File: config.mk
export PLATFORM = sky130hd
export DESIGN_NAME = video_window
export DESIGN_NICKNAME = d
export VERILOG_FILES = /design/src/rtl/video_window.sv
export SDC_FILE = /design/constraint.sdc
export NUM_CORES = 1
export LEC_CHECK = 0
export ABC_AREA = 1
export BUFFER_PORTS_ARGS = -buffer_cell sky130_fd_sc_hd__buf_2
export CELL_PAD_IN_SITES_DETAIL_PLACEMENT = 0
export CELL_PAD_IN_SITES_GLOBAL_PLACEMENT = 1
export CORE_MARGIN = 2
export CORE_UTILIZATION = 40
export CTS_CLUSTER_SIZE = 30
export DETAILED_ROUTE_END_ITERATION = 6
export PLACE_DENSITY = 0.88
export SYNTH_ARGS = -nofsm -noshare
export SYNTH_HDL_FRONTEND = slang
export SYNTH_SLANG_ARGS = --single-unit
File: constraint.sdc
create_clock -name clk -period 4.8 [get_ports clk]
set_input_delay 0 -clock clk [delete_from_list [all_inputs] [get_ports clk]]
set_output_delay 0 -clock clk [all_outputs]
set_load 0.005 [all_outputs]
File: src/rtl/video_window.sv
// rtl/video_window.sv - frame-synchronous window processor: bypass, crop, mask and border overlay
//
// Ports:
//   clk, rst_n          pixel clock, synchronous active-low reset
//   cfg_start_x/_y      first column/line inside the window (inclusive)
//   cfg_end_x/_y        column/line after the window (exclusive)
//   cfg_mode            0 bypass, 1 crop, 2 mask, 3 border
//   cfg_fill            fill / border colour
//   vi_vs, vi_de, vi_data   input video stream
//   vo_vs, vo_de, vo_data   output video stream, one clock behind the input
//   cfg_err             window latched for the current frame is empty/inverted
//   frame_cnt           frames started since reset (wraps)

module video_window #(
    parameter int DATA_WIDTH = 8,
    parameter int CHANNELS   = 3,
    parameter int X_WIDTH    = 12,
    parameter int Y_WIDTH    = 12,
    parameter int BORDER_W   = 2
) (
    input  logic                             clk,
    input  logic                             rst_n,
    input  logic [X_WIDTH-1:0]               cfg_start_x,
    input  logic [Y_WIDTH-1:0]               cfg_start_y,
    input  logic [X_WIDTH-1:0]               cfg_end_x,
    input  logic [Y_WIDTH-1:0]               cfg_end_y,
    input  logic [1:0]                       cfg_mode,
    input  logic [DATA_WIDTH*CHANNELS-1:0]   cfg_fill,
    input  logic                             vi_vs,
    input  logic                             vi_de,
    input  logic [DATA_WIDTH*CHANNELS-1:0]   vi_data,
    output logic                             vo_vs,
    output logic                             vo_de,
    output logic [DATA_WIDTH*CHANNELS-1:0]   vo_data,
    output logic                             cfg_err,
    output logic [15:0]                      frame_cnt
);

    localparam int PW = DATA_WIDTH * CHANNELS;

    localparam logic [1:0] MODE_BYPASS = 2'd0;
    localparam logic [1:0] MODE_CROP   = 2'd1;
    localparam logic [1:0] MODE_MASK   = 2'd2;
    localparam logic [1:0] MODE_BORDER = 2'd3;

    localparam logic [X_WIDTH:0]   BW_X1 = (X_WIDTH+1)'(BORDER_W);
    localparam logic [Y_WIDTH:0]   BW_Y1 = (Y_WIDTH+1)'(BORDER_W);
    localparam logic [X_WIDTH-1:0] BW_X  = X_WIDTH'(BORDER_W);
    localparam logic [Y_WIDTH-1:0] BW_Y  = Y_WIDTH'(BORDER_W);
    localparam logic [X_WIDTH-1:0] X_MAX = '1;
    localparam logic [Y_WIDTH-1:0] Y_MAX = '1;

    // Input history
    logic vs_d;
    logic de_d;

    // Position of the next pixel in the frame
    logic [X_WIDTH-1:0] x;
    logic [Y_WIDTH-1:0] y;

    // Shadow configuration, only reloaded at frame start
    logic [X_WIDTH-1:0] sh_sx;
    logic [Y_WIDTH-1:0] sh_sy;
    logic [X_WIDTH-1:0] sh_ex;
    logic [Y_WIDTH-1:0] sh_ey;
    logic [1:0]         sh_mode;
    logic [PW-1:0]      sh_fill;

    logic vs_rise;
    logic new_err;

    // Configuration and position that apply to the pixel on this cycle.
    // On a frame-start cycle the pixel belongs to the new frame, so it sees
    // the incoming cfg_* and position (0,0) rather than the stale shadow.
    logic [X_WIDTH-1:0] act_sx;
    logic [Y_WIDTH-1:0] act_sy;
    logic [X_WIDTH-1:0] act_ex;
    logic [Y_WIDTH-1:0] act_ey;
    logic [1:0]         act_mode;
    logic [PW-1:0]      act_fill;
    logic               act_err;
    logic [X_WIDTH-1:0] cur_x;
    logic [Y_WIDTH-1:0] cur_y;

    logic               in_win;
    logic               on_edge;
    logic [X_WIDTH:0]   sx_in;
    logic [Y_WIDTH:0]   sy_in;
    logic [X_WIDTH-1:0] ex_in;
    logic [Y_WIDTH-1:0] ey_in;
    logic [1:0]         mode_eff;

    logic               nxt_de;
    logic [PW-1:0]      nxt_data;

    assign vs_rise = vi_vs & ~vs_d;
    assign new_err = (cfg_start_x >= cfg_end_x) | (cfg_start_y >= cfg_end_y);

    always_comb begin
        act_sx   = sh_sx;
        act_sy   = sh_sy;
        act_ex   = sh_ex;
        act_ey   = sh_ey;
        act_mode = sh_mode;
        act_fill = sh_fill;
        act_err  = cfg_err;
        cur_x    = x;
        cur_y    = y;
        if (vs_rise) begin
            act_sx   = cfg_start_x;
            act_sy   = cfg_start_y;
            act_ex   = cfg_end_x;
            act_ey   = cfg_end_y;
            act_mode = cfg_mode;
            act_fill = cfg_fill;
            act_err  = new_err;
            cur_x    = '0;
            cur_y    = '0;
        end
    end

    always_comb begin
        in_win = (cur_x >= act_sx) & (cur_x < act_ex) &
                 (cur_y >= act_sy) & (cur_y < act_ey);

        // Inner edges of the border ring. Start edges get one extra bit so
        // the sum cannot overflow; end edges clamp at zero instead of wrapping.
        sx_in = {1'b0, act_sx} + BW_X1;
        sy_in = {1'b0, act_sy} + BW_Y1;
        ex_in = (act_ex >= BW_X) ? (act_ex - BW_X) : '0;
        ey_in = (act_ey >= BW_Y) ? (act_ey - BW_Y) : '0;

        on_edge = in_win & (({1'b0, cur_x} < sx_in) | (cur_x >= ex_in) |
                            ({1'b0, cur_y} < sy_in) | (cur_y >= ey_in));

        // An invalid window degrades the whole frame to bypass
        mode_eff = act_err ? MODE_BYPASS : act_mode;
    end

    always_comb begin
        nxt_de   = vi_de;
        nxt_data = vi_data;
        case (mode_eff)
            MODE_CROP: begin
                nxt_de   = vi_de & in_win;
                nxt_data = vi_data;
            end
            MODE_MASK: begin
                nxt_data = in_win ? vi_data : act_fill;
            end
            MODE_BORDER: begin
                nxt_data = on_edge ? act_fill : vi_data;
            end
            default: begin
                nxt_de   = vi_de;
                nxt_data = vi_data;
            end
        endcase
        // Blank cycles always carry zero data
        if (!nxt_de) begin
            nxt_data = '0;
        end
    end

    always_ff @(posedge clk) begin
        if (!rst_n) begin
            vs_d      <= 1'b0;
            de_d      <= 1'b0;
            x         <= '0;
            y         <= '0;
            sh_sx     <= '0;
            sh_sy     <= '0;
            sh_ex     <= '0;
            sh_ey     <= '0;
            sh_mode   <= MODE_BYPASS;
            sh_fill   <= '0;
            cfg_err   <= 1'b0;
            frame_cnt <= '0;
            vo_vs     <= 1'b0;
            vo_de     <= 1'b0;
            vo_data   <= '0;
        end else begin
            vs_d    <= vi_vs;
            de_d    <= vi_de;
            vo_vs   <= vi_vs;
            vo_de   <= nxt_de;
            vo_data <= nxt_data;

            if (vs_rise) begin
                sh_sx     <= cfg_start_x;
                sh_sy     <= cfg_start_y;
                sh_ex     <= cfg_end_x;
                sh_ey     <= cfg_end_y;
                sh_mode   <= cfg_mode;
                sh_fill   <= cfg_fill;
                cfg_err   <= new_err;
                frame_cnt <= frame_cnt + 16'd1;
                y         <= '0;
                // A pixel arriving on the frame-start cycle occupies x=0
                x         <= vi_de ? X_WIDTH'(1) : '0;
            end else if (vi_de) begin
                if (x != X_MAX) begin
                    x <= x + X_WIDTH'(1);
                end
            end else if (de_d) begin
                x <= '0;
                if (y != Y_MAX) begin
                    y <= y + Y_WIDTH'(1);
                end
            end
        end
    end

endmodule

==> results.sh <==
export IMPL_outcome="finished, final reports clean"
export IMPL_die_h_um=166
export IMPL_syn_inst=1576
export IMPL_fill_cells=2633
export IMPL_cp_cell_sequence="inv_2 > nand2_4 > buf_4 > nand2_1 > o21ai_1 > inv_1 > ha_1 > inv_1 > nor2_1 > nand4_1 > nor2_1 > nand2_1 > nor3_1 > xor2_1 > ha_1 > a21oi_1 > nand2_1 > nand2_1 > nand2_1 > nand4_4 > buf_4 > nand3_1 > nand3_1 > a21oi_1"
export IMPL_dpl_cell_area_um2=11400
export IMPL_dpl_cell_count=2020
export IMPL_ys_ff_latch=142
export IMPL_slew_headroom=0.327
export IMPL_synth_largest_area_cell="dfxtp_1"
export IMPL_drtAntennaViolNets=0
export IMPL_dr_pass1_iters=7
export IMPL_cp_num_buf_inv=5
export IMPL_synth_avg_cell_area_um2=6.64
export IMPL_vias=10700
export IMPL_syn2layout_area_growth_pct=21.3
export IMPL_clock_latency_ps=430
export IMPL_worst_hold_slack_ps=7.39
export IMPL_cp_start_kind="register"
export IMPL_hold_viol=0
export IMPL_p_leak_nw=6.62
export IMPL_finish_instance_area_um2=12700
export IMPL_crit_slowest_cell="dfxtp_1"
export IMPL_critical_path_required_ps=5110
export IMPL_hold_depth=5
export IMPL_grt_use_total=0.233
export IMPL_fp_dieArea_um2=27500
export IMPL_syn_num_nets=1799
export IMPL_synth_seq_area_share=0.272
export IMPL_core_um2=25800
export IMPL_fin_skew_ps=11.1
export IMPL_synthArstFlopShare=0
export IMPL_setup_violations_final=0
export IMPL_drt_initial_drc_count=772
export IMPL_rows=59
export IMPL_cts_tree="built"
export IMPL_fin_util=0.491
export IMPL_critical_path_top_delay_family="simple AND/OR/NAND/NOR gates"
export IMPL_dp_hpwl_um=22900
export IMPL_slew_violations=0
export IMPL_synth_cell_types=44
export IMPL_worstMarginPinSlew_ps=1010
export IMPL_cts_sinks=142
export IMPL_die_w_um=166
export IMPL_io_pins=145
export IMPL_grt_pass1_wl_um=52700
export IMPL_peakVddDrop_uv=176
export IMPL_end_kind="register"
export IMPL_numCtsBuffers=17
export IMPL_root_buffer="clkbuf_16"
export IMPL_routedWlPerCell_um=14.9
export IMPL_netlist_area_um2=10500
export IMPL_crit_type="register to register"
export IMPL_crit_top_cell="nand2_1"
export IMPL_powerDensity_nw_per_um2=263
export IMPL_fin_tns_setup_ps=0
export IMPL_grt_start_max_net_pins=82
export IMPL_seq_area_um2=2840
export IMPL_wirelength_um=31700
export IMPL_synth_area_leaders="dfxtp_1, ha_1, nand2_1"
export IMPL_maxCapViolCount=0
export IMPL_cp_startpoint="vs_d"
export IMPL_synth_warnings=0
export IMPL_reg2reg_from="vs_d"
export IMPL_hold_path_class="primary input to register"
export IMPL_synth_edf_count=0
export IMPL_period_needed_ps=4260
export IMPL_r2r_cells=24
export IMPL_fin_nets=1995
export IMPL_viasPerCell=5.07
export IMPL_synth_top_area_share=0.272
export IMPL_timing_final_crit_share=0.888
export IMPL_drc_errors=0
export IMPL_grt_antenna_before_repair=0
export IMPL_io_buffers=144
export IMPL_cts_resized=0
export IMPL_cp_arrival_ps=4580
export IMPL_crit_path_max_fanout=34
export IMPL_worstHoldStart="cfg_start_y[11]"
export IMPL_worst_path_largest_cell_delay_ps=340
export IMPL_crit_cells=24
export IMPL_gp_congestion=0.888
export IMPL_overflow=0
export IMPL_htreeDepth=4
export IMPL_layout_cells_non_filler=2119
export IMPL_clk_pin_slew_ps=70
export IMPL_rsz0062_at_grt="no"
export IMPL_grt_pass1_vias=10900
export IMPL_n_antenna_cell=0
export IMPL_multi_input_area_um2=6410
export IMPL_drive_above_1_share=0.133
export IMPL_clock_path_buffers=2
export IMPL_start_util=0.405
export IMPL_timing_fmax_ghz=0.234
export IMPL_synthFlopType="dfxtp_1"
==> metal layers <==
metal  vias up  GRT usage  share of wire
met5         -          0              0
met4         0      0.120          0.042
met3        95     0.0311          0.049
met2       344      0.399           0.47
met1      4836      0.287           0.44
li1       5473          -              -
==> state kept, by name, indices dropped and copies added (netlist names) <==
name	cells
vs_d	1
sh_ey	12
de_d	1
cfg_err	1
frame_cnt	16
sh_mode	2
y	12
sh_fill	24
sh_sy	12
sh_ex	12
vo_de	1
sh_sx	12
x	12
vo_data	24
==> synthesized netlist by cell type (all sizes together), types with 18 or more instances <==
cell type  instances
xor2              19
dfxtp            142
a21oi             87
nor2             201
nand3            144
nor3              24
nand4             42
ha               121
or2               18
buf               37
o21ai             67
mux2i             24
nand2            360
inv              237
==> repair_timing <==
item | 4_1_cts | 5_1_grt
hold endpoints to repair | 75 | 0
hold buffers | 68 | 0
buffers inserted | 0 | 0
==> worst register-to-register path: stages, from the launching register on <==
cell and delay [ps]:
dfxtp_1 340, inv_2 240, nand2_4 310, buf_4 350
nand2_1 100, o21ai_1 170, inv_1 130, ha_1 150
inv_1 50, nor2_1 200, nand4_1 170, nor2_1 150
nand2_1 100, nor3_1 180, xor2_1 170, ha_1 270
a21oi_1 160, nand2_1 60, nand2_1 60, nand2_1 80
nand4_4 90, buf_4 320, nand3_1 140, nand3_1 110
a21oi_1 60
==> logic make-up (layout without fill, tap and decap cells) <==
kind of cell / count (synthesis) / in the layout / share of synthesized area
DFF: 142 / 142 / 0.272
muxes: 24 / 24 / 0.0230
xor gates and xnor gates: 21 / 21 / 0.0176
AOI/OAI and AO/OA: 175 / 175 / 0.0908
adders and majority gates: 121 / 121 / 0.145
and+or+nand+nor: 803 / 803 / 0.337
buffers and inverters: 290 / 498 / 0.116
==> power breakdown <==
part	switching [mW]	internal [mW]	total, mW
logic	0.457	0.283	0.741
registers	0.0186	1.24	1.26
clock network	0.561	0.777	1.34
total	1.04	2.30	3.33
==> worst paths after layout <==
check                                endpoint  slack [ps]
worst max register to register    vo_data[12]         540
worst min register to register  frame_cnt[15]         470
worst max-delay path              vo_data[12]         540
worst min-delay path                sh_sy[11]           7
==> cell type report <==
class / instances / share of cell area
Tap cell: 335 / 0.0330
Sequential cell: 142 / 0.224
Clock inverter: 13 / 0.0112
Clock buffer: 18 / 0.0346
Inverter: 237 / 0.0703
Timing Repair Buffer: 230 / 0.121
Multi-Input combinational cell: 1144 / 0.506
==> stage by stage <==
stage | setup WS (ps) | power, mW
after floorplan | 1090 | 1.76
after global placement | 727 | 1.95
after detailed placement | 614 | 1.97
after CTS | 591 | 3.35
after global routing | 38.9 | 3.51
final | 535 | 3.33
==> placed cells by master (no fill, tap or decap), types with 3 or more instances in the layout <==
| master | instances |
|---|---|
| dlygate4sd3_1 | 68 |
| o21ai_2 | 5 |
| nor3b_1 | 6 |
| o21ai_1 | 12 |
| a21oi_1 | 86 |
| mux2i_1 | 24 |
| nor2_2 | 5 |
| inv_1 | 233 |
| o21ai_0 | 50 |
| dfxtp_1 | 142 |
| clkbuf_16 | 17 |
| buf_2 | 144 |
| inv_2 | 3 |
| clkinv_4 | 3 |
| nand2_1 | 357 |
| nor2_1 | 194 |
| xor2_1 | 19 |
| nor3_2 | 3 |
| buf_4 | 18 |
| or2_2 | 18 |
| clkinvlp_4 | 5 |
| nand3_1 | 142 |
| ha_1 | 121 |
| nand4_1 | 40 |
| a211oi_1 | 8 |
| nor3_1 | 21 |
| o21a_1 | 7 |
Power figures use the tool's default switching activity.
